File: src/rtl/sample_rate_sequencer.sv
`timescale 1ns/1ps
// Maps a host rate index to DCM_CLKGEN M/D, pulses the programming trigger, supervises PROGDONE/LOCKED
// with timeouts and holds the SPI engine off while the clock changes. All outputs are registered.
module sample_rate_sequencer #(
  parameter int unsigned SEL_DEFAULT        = 16,
  parameter int unsigned LOCK_STABLE_CYCLES = 64,
  parameter int unsigned TIMEOUT_CYCLES     = 65535
) (
  input  logic       okClk,
  input  logic       reset,
  input  logic [4:0] rate_sel,
  input  logic       rate_update,
  input  logic       DCM_prog_done,
  input  logic       dcm_locked,
  input  logic       spi_idle,
  output logic [8:0] M,
  output logic [8:0] D,
  output logic       DCM_prog_trigger,
  output logic       spi_run_enable,
  output logic       busy,
  output logic       error,
  output logic [1:0] error_code,
  output logic [4:0] active_sel
);

  typedef enum logic [2:0] {
    S_RUN,
    S_STOP,
    S_LOAD,
    S_TRIG,
    S_WAIT_DONE_LO,
    S_WAIT_DONE_HI,
    S_WAIT_LOCK,
    S_ERR
  } state_t;

  function automatic logic [17:0] md_lookup(input logic [4:0] sel);
    case (sel)
      5'd0:    md_lookup = {9'd7,   9'd125};
      5'd1:    md_lookup = {9'd7,   9'd100};
      5'd2:    md_lookup = {9'd21,  9'd250};
      5'd3:    md_lookup = {9'd14,  9'd125};
      5'd4:    md_lookup = {9'd35,  9'd250};
      5'd5:    md_lookup = {9'd21,  9'd125};
      5'd6:    md_lookup = {9'd14,  9'd75};
      5'd7:    md_lookup = {9'd28,  9'd125};
      5'd8:    md_lookup = {9'd7,   9'd25};
      5'd9:    md_lookup = {9'd7,   9'd20};
      5'd10:   md_lookup = {9'd112, 9'd250};
      5'd11:   md_lookup = {9'd14,  9'd25};
      5'd12:   md_lookup = {9'd7,   9'd10};
      5'd13:   md_lookup = {9'd21,  9'd25};
      5'd14:   md_lookup = {9'd28,  9'd25};
      5'd15:   md_lookup = {9'd35,  9'd25};
      5'd16:   md_lookup = {9'd42,  9'd25};
      5'd17:   md_lookup = {9'd56,  9'd25};
      5'd18:   md_lookup = {9'd28,  9'd15};
      5'd19:   md_lookup = {9'd14,  9'd5};
      default: md_lookup = {9'd42,  9'd25};
    endcase
  endfunction

  localparam int unsigned    LCW       = $clog2(LOCK_STABLE_CYCLES + 1);
  localparam logic [LCW-1:0] LOCK_LAST = LCW'(LOCK_STABLE_CYCLES - 1);
  localparam logic [15:0]    TMO_LAST  = 16'(TIMEOUT_CYCLES - 1);
  localparam logic [4:0]     SEL_DEF   = 5'(SEL_DEFAULT);
  localparam logic [4:0]     SEL_MAX   = 5'd19;
  localparam logic [17:0]    MD_DEF    = md_lookup(SEL_DEF);

  localparam logic [1:0] ERR_RANGE = 2'd1;
  localparam logic [1:0] ERR_IDLE  = 2'd2;
  localparam logic [1:0] ERR_DCM   = 2'd3;

  logic r_done_m, r_done_s;
  logic r_lock_m, r_lock_s;
  logic r_idle_m, r_idle_s;

  always_ff @(posedge okClk) begin
    if (reset) begin
      r_done_m <= 1'b0;
      r_done_s <= 1'b0;
      r_lock_m <= 1'b0;
      r_lock_s <= 1'b0;
      r_idle_m <= 1'b0;
      r_idle_s <= 1'b0;
    end else begin
      r_done_m <= DCM_prog_done;
      r_done_s <= r_done_m;
      r_lock_m <= dcm_locked;
      r_lock_s <= r_lock_m;
      r_idle_m <= spi_idle;
      r_idle_s <= r_idle_m;
    end
  end

  state_t         r_state;
  logic [15:0]    r_tmo;
  logic [LCW-1:0] r_lock_cnt;
  logic [4:0]     r_pending_sel;
  logic [17:0]    w_md;
  logic           w_sel_ok;
  logic           w_tmo;

  assign w_md     = md_lookup(r_pending_sel);
  assign w_sel_ok = (rate_sel <= SEL_MAX);
  assign w_tmo    = (r_tmo == TMO_LAST);

  // r_tmo counts cycles in the current state; every transition below clears it.
  always_ff @(posedge okClk) begin
    if (reset) begin
      r_state          <= S_WAIT_LOCK;
      r_tmo            <= 16'd0;
      r_lock_cnt       <= '0;
      r_pending_sel    <= SEL_DEF;
      M                <= MD_DEF[17:9];
      D                <= MD_DEF[8:0];
      active_sel       <= SEL_DEF;
      DCM_prog_trigger <= 1'b0;
      spi_run_enable   <= 1'b0;
      busy             <= 1'b1;
      error            <= 1'b0;
      error_code       <= 2'd0;
    end else begin
      r_tmo <= r_tmo + 16'd1;
      case (r_state)
        S_RUN: begin
          if (rate_update && !w_sel_ok) begin
            error      <= 1'b1;
            error_code <= ERR_RANGE;
          end
          if (rate_update && w_sel_ok) begin
            r_pending_sel  <= rate_sel;
            r_state        <= S_STOP;
            r_tmo          <= 16'd0;
            spi_run_enable <= 1'b0;
            busy           <= 1'b1;
          end else if (!r_lock_s) begin
            // Lost lock: hold acquisition until the clock is stable again, no reprogramming.
            r_state        <= S_WAIT_LOCK;
            r_tmo          <= 16'd0;
            r_lock_cnt     <= '0;
            spi_run_enable <= 1'b0;
            busy           <= 1'b1;
          end
        end

        S_STOP: begin
          if (r_idle_s) begin
            r_state <= S_LOAD;
            r_tmo   <= 16'd0;
          end else if (w_tmo) begin
            r_state    <= S_ERR;
            r_tmo      <= 16'd0;
            busy       <= 1'b0;
            error      <= 1'b1;
            error_code <= ERR_IDLE;
          end
        end

        S_LOAD: begin
          M                <= w_md[17:9];
          D                <= w_md[8:0];
          active_sel       <= r_pending_sel;
          r_state          <= S_TRIG;
          r_tmo            <= 16'd0;
          DCM_prog_trigger <= 1'b1;
        end

        S_TRIG: begin
          if (r_tmo != 16'd0) begin
            r_state          <= S_WAIT_DONE_LO;
            r_tmo            <= 16'd0;
            DCM_prog_trigger <= 1'b0;
          end
        end

        S_WAIT_DONE_LO: begin
          if (!r_done_s) begin
            r_state <= S_WAIT_DONE_HI;
            r_tmo   <= 16'd0;
          end else if (w_tmo) begin
            r_state    <= S_ERR;
            r_tmo      <= 16'd0;
            busy       <= 1'b0;
            error      <= 1'b1;
            error_code <= ERR_DCM;
          end
        end

        S_WAIT_DONE_HI: begin
          if (r_done_s) begin
            r_state    <= S_WAIT_LOCK;
            r_tmo      <= 16'd0;
            r_lock_cnt <= '0;
          end else if (w_tmo) begin
            r_state    <= S_ERR;
            r_tmo      <= 16'd0;
            busy       <= 1'b0;
            error      <= 1'b1;
            error_code <= ERR_DCM;
          end
        end

        S_WAIT_LOCK: begin
          if (r_lock_s && r_lock_cnt == LOCK_LAST) begin
            r_state        <= S_RUN;
            r_tmo          <= 16'd0;
            spi_run_enable <= 1'b1;
            busy           <= 1'b0;
          end else if (w_tmo) begin
            r_state    <= S_ERR;
            r_tmo      <= 16'd0;
            busy       <= 1'b0;
            error      <= 1'b1;
            error_code <= ERR_DCM;
          end else if (r_lock_s) begin
            r_lock_cnt <= r_lock_cnt + 1'b1;
          end else begin
            r_lock_cnt <= '0;
          end
        end

        S_ERR: begin
          if (rate_update && w_sel_ok) begin
            r_pending_sel <= rate_sel;
            r_state       <= S_STOP;
            r_tmo         <= 16'd0;
            busy          <= 1'b1;
            error         <= 1'b0;
            error_code    <= 2'd0;
          end
        end

        default: begin
          r_state          <= S_WAIT_LOCK;
          r_tmo            <= 16'd0;
          r_lock_cnt       <= '0;
          DCM_prog_trigger <= 1'b0;
          spi_run_enable   <= 1'b0;
          busy             <= 1'b1;
        end
      endcase
    end
  end

endmodule

File: config.mk
export PLATFORM = sky130hd
export DESIGN_NAME = sample_rate_sequencer
export DESIGN_NICKNAME = d
export VERILOG_FILES = /design/src/rtl/sample_rate_sequencer.sv
export SDC_FILE = /design/constraint.sdc
export NUM_CORES = 1
export LEC_CHECK = 0
export ABC_AREA = 1
export CAP_MARGIN = 20
export CORE_MARGIN = 3
export CORE_UTILIZATION = 51
export DETAILED_ROUTE_END_ITERATION = 6
export PLACE_DENSITY = 0.74
export SLEW_MARGIN = 10
export SYNTH_ARGS = -nofsm -noshare
export SYNTH_HDL_FRONTEND = slang
export SYNTH_SLANG_ARGS = --single-unit
File: constraint.sdc
create_clock -name okClk -period 4.7 [get_ports okClk]
set_input_delay 0.47 -clock okClk [delete_from_list [all_inputs] [get_ports okClk]]
set_output_delay 0.47 -clock okClk [all_outputs]
set_load 0.01 [all_outputs]
==> impl_metrics.csv, run 1 <==
group,metric,value,unit
clock_tree,cts_post_setup_buffers_inserted,0,
power,sw_frac_of_total,0.416,
grt,grt_pass1_wl,13500,um
power,comb_power_share,0.401,
critical_path,crit_arrival,2.61,ns
final_layout,drive_above_1_share,0.106,
synth,ys_ff_latch,63,
routing,dr.pass1.iters,6,
grt,antenna_found_initial,0,
power,clkPwrFrac,0.237,
floorplan,fp.dieW,87.8,um
grt,grt_util_all_layers,0.222,
grt,grt_remaining_overflow,0,
place,place_congestion,0.953,
timing,max_freq,429,MHz
synth,yosysMostFrequentCell,"nand2_1",
critical_path,cpPeakStageDelay,0.58,ns
routing,drc,0,
grt,grt_pass1_vias,2959,
power,power.switching,814,uW
synth,synth_cell_type_count,41,
hold_path,min_path_type,"reg -> reg",
timing,rsz0062_at_grt,"false",
synth,yosys_warnings,0,
floorplan,num_rows,29,
timing,hold_viol_final,0,
routing,num_vias,3166,
routing,via_per_inst,5.23,
timing,timing.final.crit_share,0.496,
grt,grt_max_degree,30,
power,power,1960,uW
critical_path,reg2reg_depth,7,
synth,yosysTopAreaCellShare,0.370,
final_layout,antennaDiodeCount,0,
routing,drt-initial-drc-count,181,
critical_path,path_cells,"nand2_1 > nor2_2 > inv_2 > nor2_4 > nand2_1 > or2_1 > a21oi_1",
timing,fin_crit,2.33,ns
timing,tightest_slew,0.731,ns
synth,avgSynthCellArea,6.97,sq um
clock_tree,cts.sinks,63,
power,static-leakage-power,0.00166,uW
synth,syn-cell-area,0.00341,sq mm
power,powerDensity,492,mW/mm^2
floorplan,core_area,0.00642,sq mm
power,ir_drop,0.299,mV
clock_tree,clockRootBuffer,"clkbuf_8",
power,seq_power_share,0.362,
timing,relSlewSlack,0.512,
clock_tree,ctsResizeCount,0,
synth,synth_top_flop_cell,"dfxtp_1",
clock_tree,clk_latency,0.34,ns
timing,fin_worst_skew,0.00503,ns
hold_path,holdPathStages,2,
flow_run,maxCapViolations,0,
clock_tree,cts_inserted_buffers,9,
critical_path,crit_required,4.98,ns
synth,synth-seq-area-share,0.370,
final_layout,postLayoutCoreUtil,0.619,
clock_tree,cts_tree,"yes",
timing,setup-violations-final,0,
final_layout,area_growth,16.5,%
floorplan,ios,40,
final_layout,fin_nets,542,
clock_tree,clock_path_buffers,2,
place,place_hpwl,5840,um
synth,post_synth_inst_count,490,
synth,synthTopCellsByArea,"dfxtp_1, nand2_1, inv_1",
clock_tree,clk_pin_slew,0.07,ns
synth,yosysTopAreaCell,"dfxtp_1",
critical_path,end_kind,"flop",
clock_tree,hold_buffers,0,
synth,synth_edf_count,0,
status,status,"completed",
timing,drv_slew,0,
floorplan,die_area,0.00771,sq mm
power,internal_power,1140,uW
clock_tree,h-tree-depth,3,
critical_path,worst_path_most_repeated_cell,"nand2_1",
routing,detail_route.wl_per_cell,13.3,um
critical_path,start_kind,"flop",
critical_path,cp_max_fo,20,
critical_path,worst_path_max_delay_cell,"dfxtp_1",
routing,postRouteAntennaNets,0,
critical_path,path_class,"reg -> reg",
timing,finalSetupTns,0,ns
synth,synth_common_cells,"nand2_1, dfxtp_1, inv_1",
synth,synth_async_sr_flop_share,0,
floorplan,die_h,87.8,um
routing,routed_wirelength,8040,um
floorplan,start_util,0.531,
place,io_buffers,36,
## worst paths after layout
check | to | from | slack [ns]
setup / recovery | D[7] | r_state[1] | 2.37
setup reg to reg | D[7] | r_state[1] | 2.37
hold / removal | r_lock_s | r_lock_m | 0.40
hold reg to reg | r_lock_s | r_lock_m | 0.40
## critical path, delay by kind of cell (launching register included)
kind	cells	cell delay (ns)
buf+inv	1	0.31
flops	1	0.58
simple gates	5	1.24
compound gates	1	0.12
## layout make-up
cell class	instances	area (sq um)
fillers	575	2450
multi-input cells	344	1800
flip-flops and latches	63	1260
repair buffers	37	368
inverters	68	260
clock buffers	10	128
well taps	77	96.3
clock inverters	6	61.3
## per-stage QoR
step	cells	setup WS, ns	cell area, sq um	hold slack [ns]
global placement	589	2.49	3790	0.390
CTS	605	2.41	3980	0.405
finish	605	2.37	3980	0.404
floorplan	492	3.18	3420	0.388
global route	605	2.14	3980	0.435
detailed placement	589	2.42	3790	0.394
## flip-flops by register name, indices dropped and copies added (netlist names)
signal,flops
r_tmo,16
D,8
M,7
r_lock_cnt,7
active_sel,5
r_pending_sel,5
r_state,3
error_code,2
DCM_prog_trigger,1
busy,1
error,1
r_done_m,1
r_done_s,1
r_idle_m,1
r_idle_s,1
r_lock_m,1
r_lock_s,1
spi_run_enable,1
## layout by cell type, fill, tap and decap left out, drive strengths merged, types with 2 or more instances in the layout
cell type	count
nand2	117
nor2	79
inv	67
dfxtp	63
clkdlybuf4s50	36
nand3	35
a21oi	34
o21ai	28
clkbuf	10
ha	8
nand4	7
xor2	7
o211ai	5
nor3	5
clkinv	5
xnor2	3
a31oi	3
conb	3
o221ai	2
or2	2
## kinds of logic (layout without fill, tap and decap cells)
group                    after synthesis  count (layout)  synth area share
XOR/XNOR                              10              10            0.0257
adder cells (fa/ha/maj)                8               8            0.0293
buffers and inverters                 85             121             0.105
flip-flops                            63              63             0.370
AO/OA/AOI/OAI                         76              76             0.123
AND/OR/NAND/NOR                      247             247             0.346
other                                  1               3           0.00110
## power groups by stage
stage,registers [uW],clock network [uW],logic [uW]
after detailed placement,717,0,777
after floorplan,697,0,595
after CTS,707,472,782
after global placement,713,0,766
final,708,464,784
after global routing,719,495,878
## metal layers
layer	vias up	GRT usage	routed length, um	share of wire
met2	137	0.335	3600	0.45
met1	1387	0.295	3670	0.46
met4	0	0.102	227	0.028
li1	1621	-	-	-
met3	21	0.0593	539	0.067
met5	-	0	0	0
Note: power is estimated with default switching activity, not from simulation.
==> run 2, diff against run 1 <==
--- a/config.mk
+++ b/config.mk
@@ -10,7 +10,7 @@
 export CORE_MARGIN = 3
 export CORE_UTILIZATION = 51
 export DETAILED_ROUTE_END_ITERATION = 6
-export PLACE_DENSITY = 0.74
+export PLACE_DENSITY = 0.77
 export SLEW_MARGIN = 10
 export SYNTH_ARGS = -nofsm -noshare
 export SYNTH_HDL_FRONTEND = slang
==> constraint.sdc (replaced) <==
create_clock -name okClk -period 1.9 [get_ports okClk]
set_input_delay 0.19 -clock okClk [delete_from_list [all_inputs] [get_ports okClk]]
set_output_delay 0.19 -clock okClk [all_outputs]
set_load 0.01 [all_outputs]
==> run 2 against run 1 <==
Combinational power increased to 2.6 times the previous value; die area is the same; critical endpoint is now r_tmo[14]; final cell count grew 0.99%; critical path depth increased by 2; global-route usage is 0.13 points lower; core utilization grew 1.4 points; fmax up 36%; clock power rose to 2.8 times the previous value; sequential share of layout area fell by 0.66 points; critical path type unchanged.
==> impl_metrics.csv, run 2 (synthesis gave the netlist of run 1 again) <==
group,metric,value,unit
routing,dr.pass1.iters,4,
clock_tree,hold_buffers,0,
clock_tree,cts_post_setup_buffers_inserted,0,
power,ir_drop,0.785,mV
timing,fin_crit,1.72,ns
routing,routed_wirelength,7830,um
flow_run,maxCapViolations,0,
timing,max_freq,581,MHz
grt,grt_remaining_overflow,0,
grt,grt_pass1_vias,3125,
final_layout,final_cell_mix,"nand2_1, dfxtp_1, inv_1",
timing,drv_slew,0,
timing,setup-violations-final,0,
floorplan,start_util,0.531,
hold_path,min_path_type,"in -> reg",
final_layout,postLayoutCoreUtil,0.633,
place,place_congestion,0.890,
timing,hold_viol_final,0,
power,static-leakage-power,0.00170,uW
grt,grt_pass1_wl,13500,um
place,io_buffers,36,
final_layout,drive_above_1_share,0.118,
floorplan,die_area,0.00771,sq mm
place,dpl_worst_slack,-0.0435,ns
critical_path,cpPeakStageDelay,0.38,ns
routing,detail_route.wl_per_cell,12.8,um
critical_path,crit_arrival,1.95,ns
critical_path,cp_max_fo,4,
critical_path,worst_path_most_repeated_cell,"nor2_1",
critical_path,start_kind,"flop",
critical_path,path_cells,"ha_1 > inv_1 > nor2_1 > nand2_1 > nor2_1 > nand2_1 > nor2_1 > xor2_1 > nor2_2",
critical_path,path_class,"reg -> reg",
grt,antenna_found_initial,0,
final_layout,regMostFlops,"r_tmo",
floorplan,core_area,0.00642,sq mm
final_layout,antennaDiodeCount,0,
power,comb_power_share,0.396,
floorplan,num_rows,29,
place,place_hpwl,5760,um
critical_path,end_kind,"flop",
power,power.switching,2010,uW
clock_tree,cts.sinks,63,
timing,rsz0062_at_grt,"false",
grt,grt_max_degree,25,
clock_tree,cts_inserted_buffers,9,
critical_path,worst_path_max_delay_cell,"dfxtp_1",
clock_tree,clk_pin_slew,0.07,ns
power,sw_frac_of_total,0.398,
power,internal_power,3040,uW
routing,num_vias,3208,
routing,drt-initial-drc-count,241,
final_layout,largest_reg_flops,16,
power,powerDensity,1240,mW/mm^2
routing,postRouteAntennaNets,0,
timing,fin_worst_skew,0.00697,ns
clock_tree,clk_latency,0.34,ns
clock_tree,clock_path_buffers,2,
status,status,"completed",
floorplan,fp.dieW,87.8,um
clock_tree,clockRootBuffer,"clkbuf_8",
timing,relSlewSlack,0.598,
timing,setup_slack,0.180,ns
timing,timing.final.crit_share,0.905,
critical_path,crit_required,2.13,ns
power,clkPwrFrac,0.258,
power,seq_power_share,0.346,
timing,tightest_slew,0.603,ns
final_layout,top_regs,"r_tmo (16), D (8)",
final_layout,final_common_cell,"nand2_1",
floorplan,ios,40,
routing,via_per_inst,5.25,
final_layout,area_growth,19.1,%
floorplan,die_h,87.8,um
grt,grt_util_all_layers,0.220,
clock_tree,h-tree-depth,3,
routing,drc,0,
clock_tree,cts_tree,"yes",
final_layout,fin_nets,548,
[run 2: cell types whose count changed in the layout (fill, tap and decap cells not counted), sizes merged]
cell	previous run	this run
buf	1	7
clkinv	5	3
bufinv	1	2
clkbuf	10	11
[run 2: stage by stage]
stage,total power [uW],instance area [sq um],TNS [ns],hold slack [ns],cells
finish,5060,4060,0,0.378,611
floorplan,3200,3420,0,0.297,492
CTS,5050,4050,0,0.372,611
global placement,3680,3830,0,0.394,595
global route,5410,4060,0,0.381,611
detailed placement,3730,3830,-0.0459,0.396,595
[run 2: power groups by stage]
stage	sequential (uW)	clock [uW]	combinational (uW)
2_1_floorplan	1720	0	1470
3_3_place_gp	1760	0	1920
3_5_place_dp	1770	0	1960
4_1_cts	1740	1320	1980
5_1_grt	1770	1390	2250
6_report	1750	1300	2000
[run 2: critical path: cells and delay by family (launching register included)]
family	cells	cell delay, ns
AND/OR/NAND/NOR	6	0.78
flip-flops	1	0.38
XOR/XNOR	1	0.19
buffers and inverters	1	0.05
adder cells (fa/ha/maj)	1	0.21
[run 2: worst paths after layout]
path | slack [ns] | cells after the start | end | startpoint
min reg2reg | 0.41 | 2 | r_lock_s | r_lock_m
max | 0.18 | 9 | r_tmo[14] | r_tmo[1]
min | 0.38 | 3 | r_idle_m | spi_idle
max reg2reg | 0.18 | 9 | r_tmo[14] | r_tmo[1]
[run 2: cell type report]
| cell class | instances | area (sq um) |
|---|---|---|
| Multi-Input combinational cell | 344 | 1810 |
| Timing Repair Buffer | 43 | 413 |
| Clock inverter | 5 | 81.3 |
| Clock buffer | 11 | 141 |
| Fill cell | 580 | 2360 |
| Tap cell | 77 | 96.3 |
| Inverter | 68 | 260 |
| Sequential cell | 63 | 1260 |
[run 2: per-layer routing]
metal  up-vias  GRT usage  part of all wire
met5         -          0                 0
met2       100      0.375              0.49
met3        17     0.0706             0.058
met1      1464      0.259              0.43
li1       1627          -                 -
met4         0     0.0809             0.020
[run 2: repair_timing]
item,4_1_cts,5_1_grt
hold endpoints to repair,0,0
resized for setup,0,2
endpoints found under the setup margin,0,2
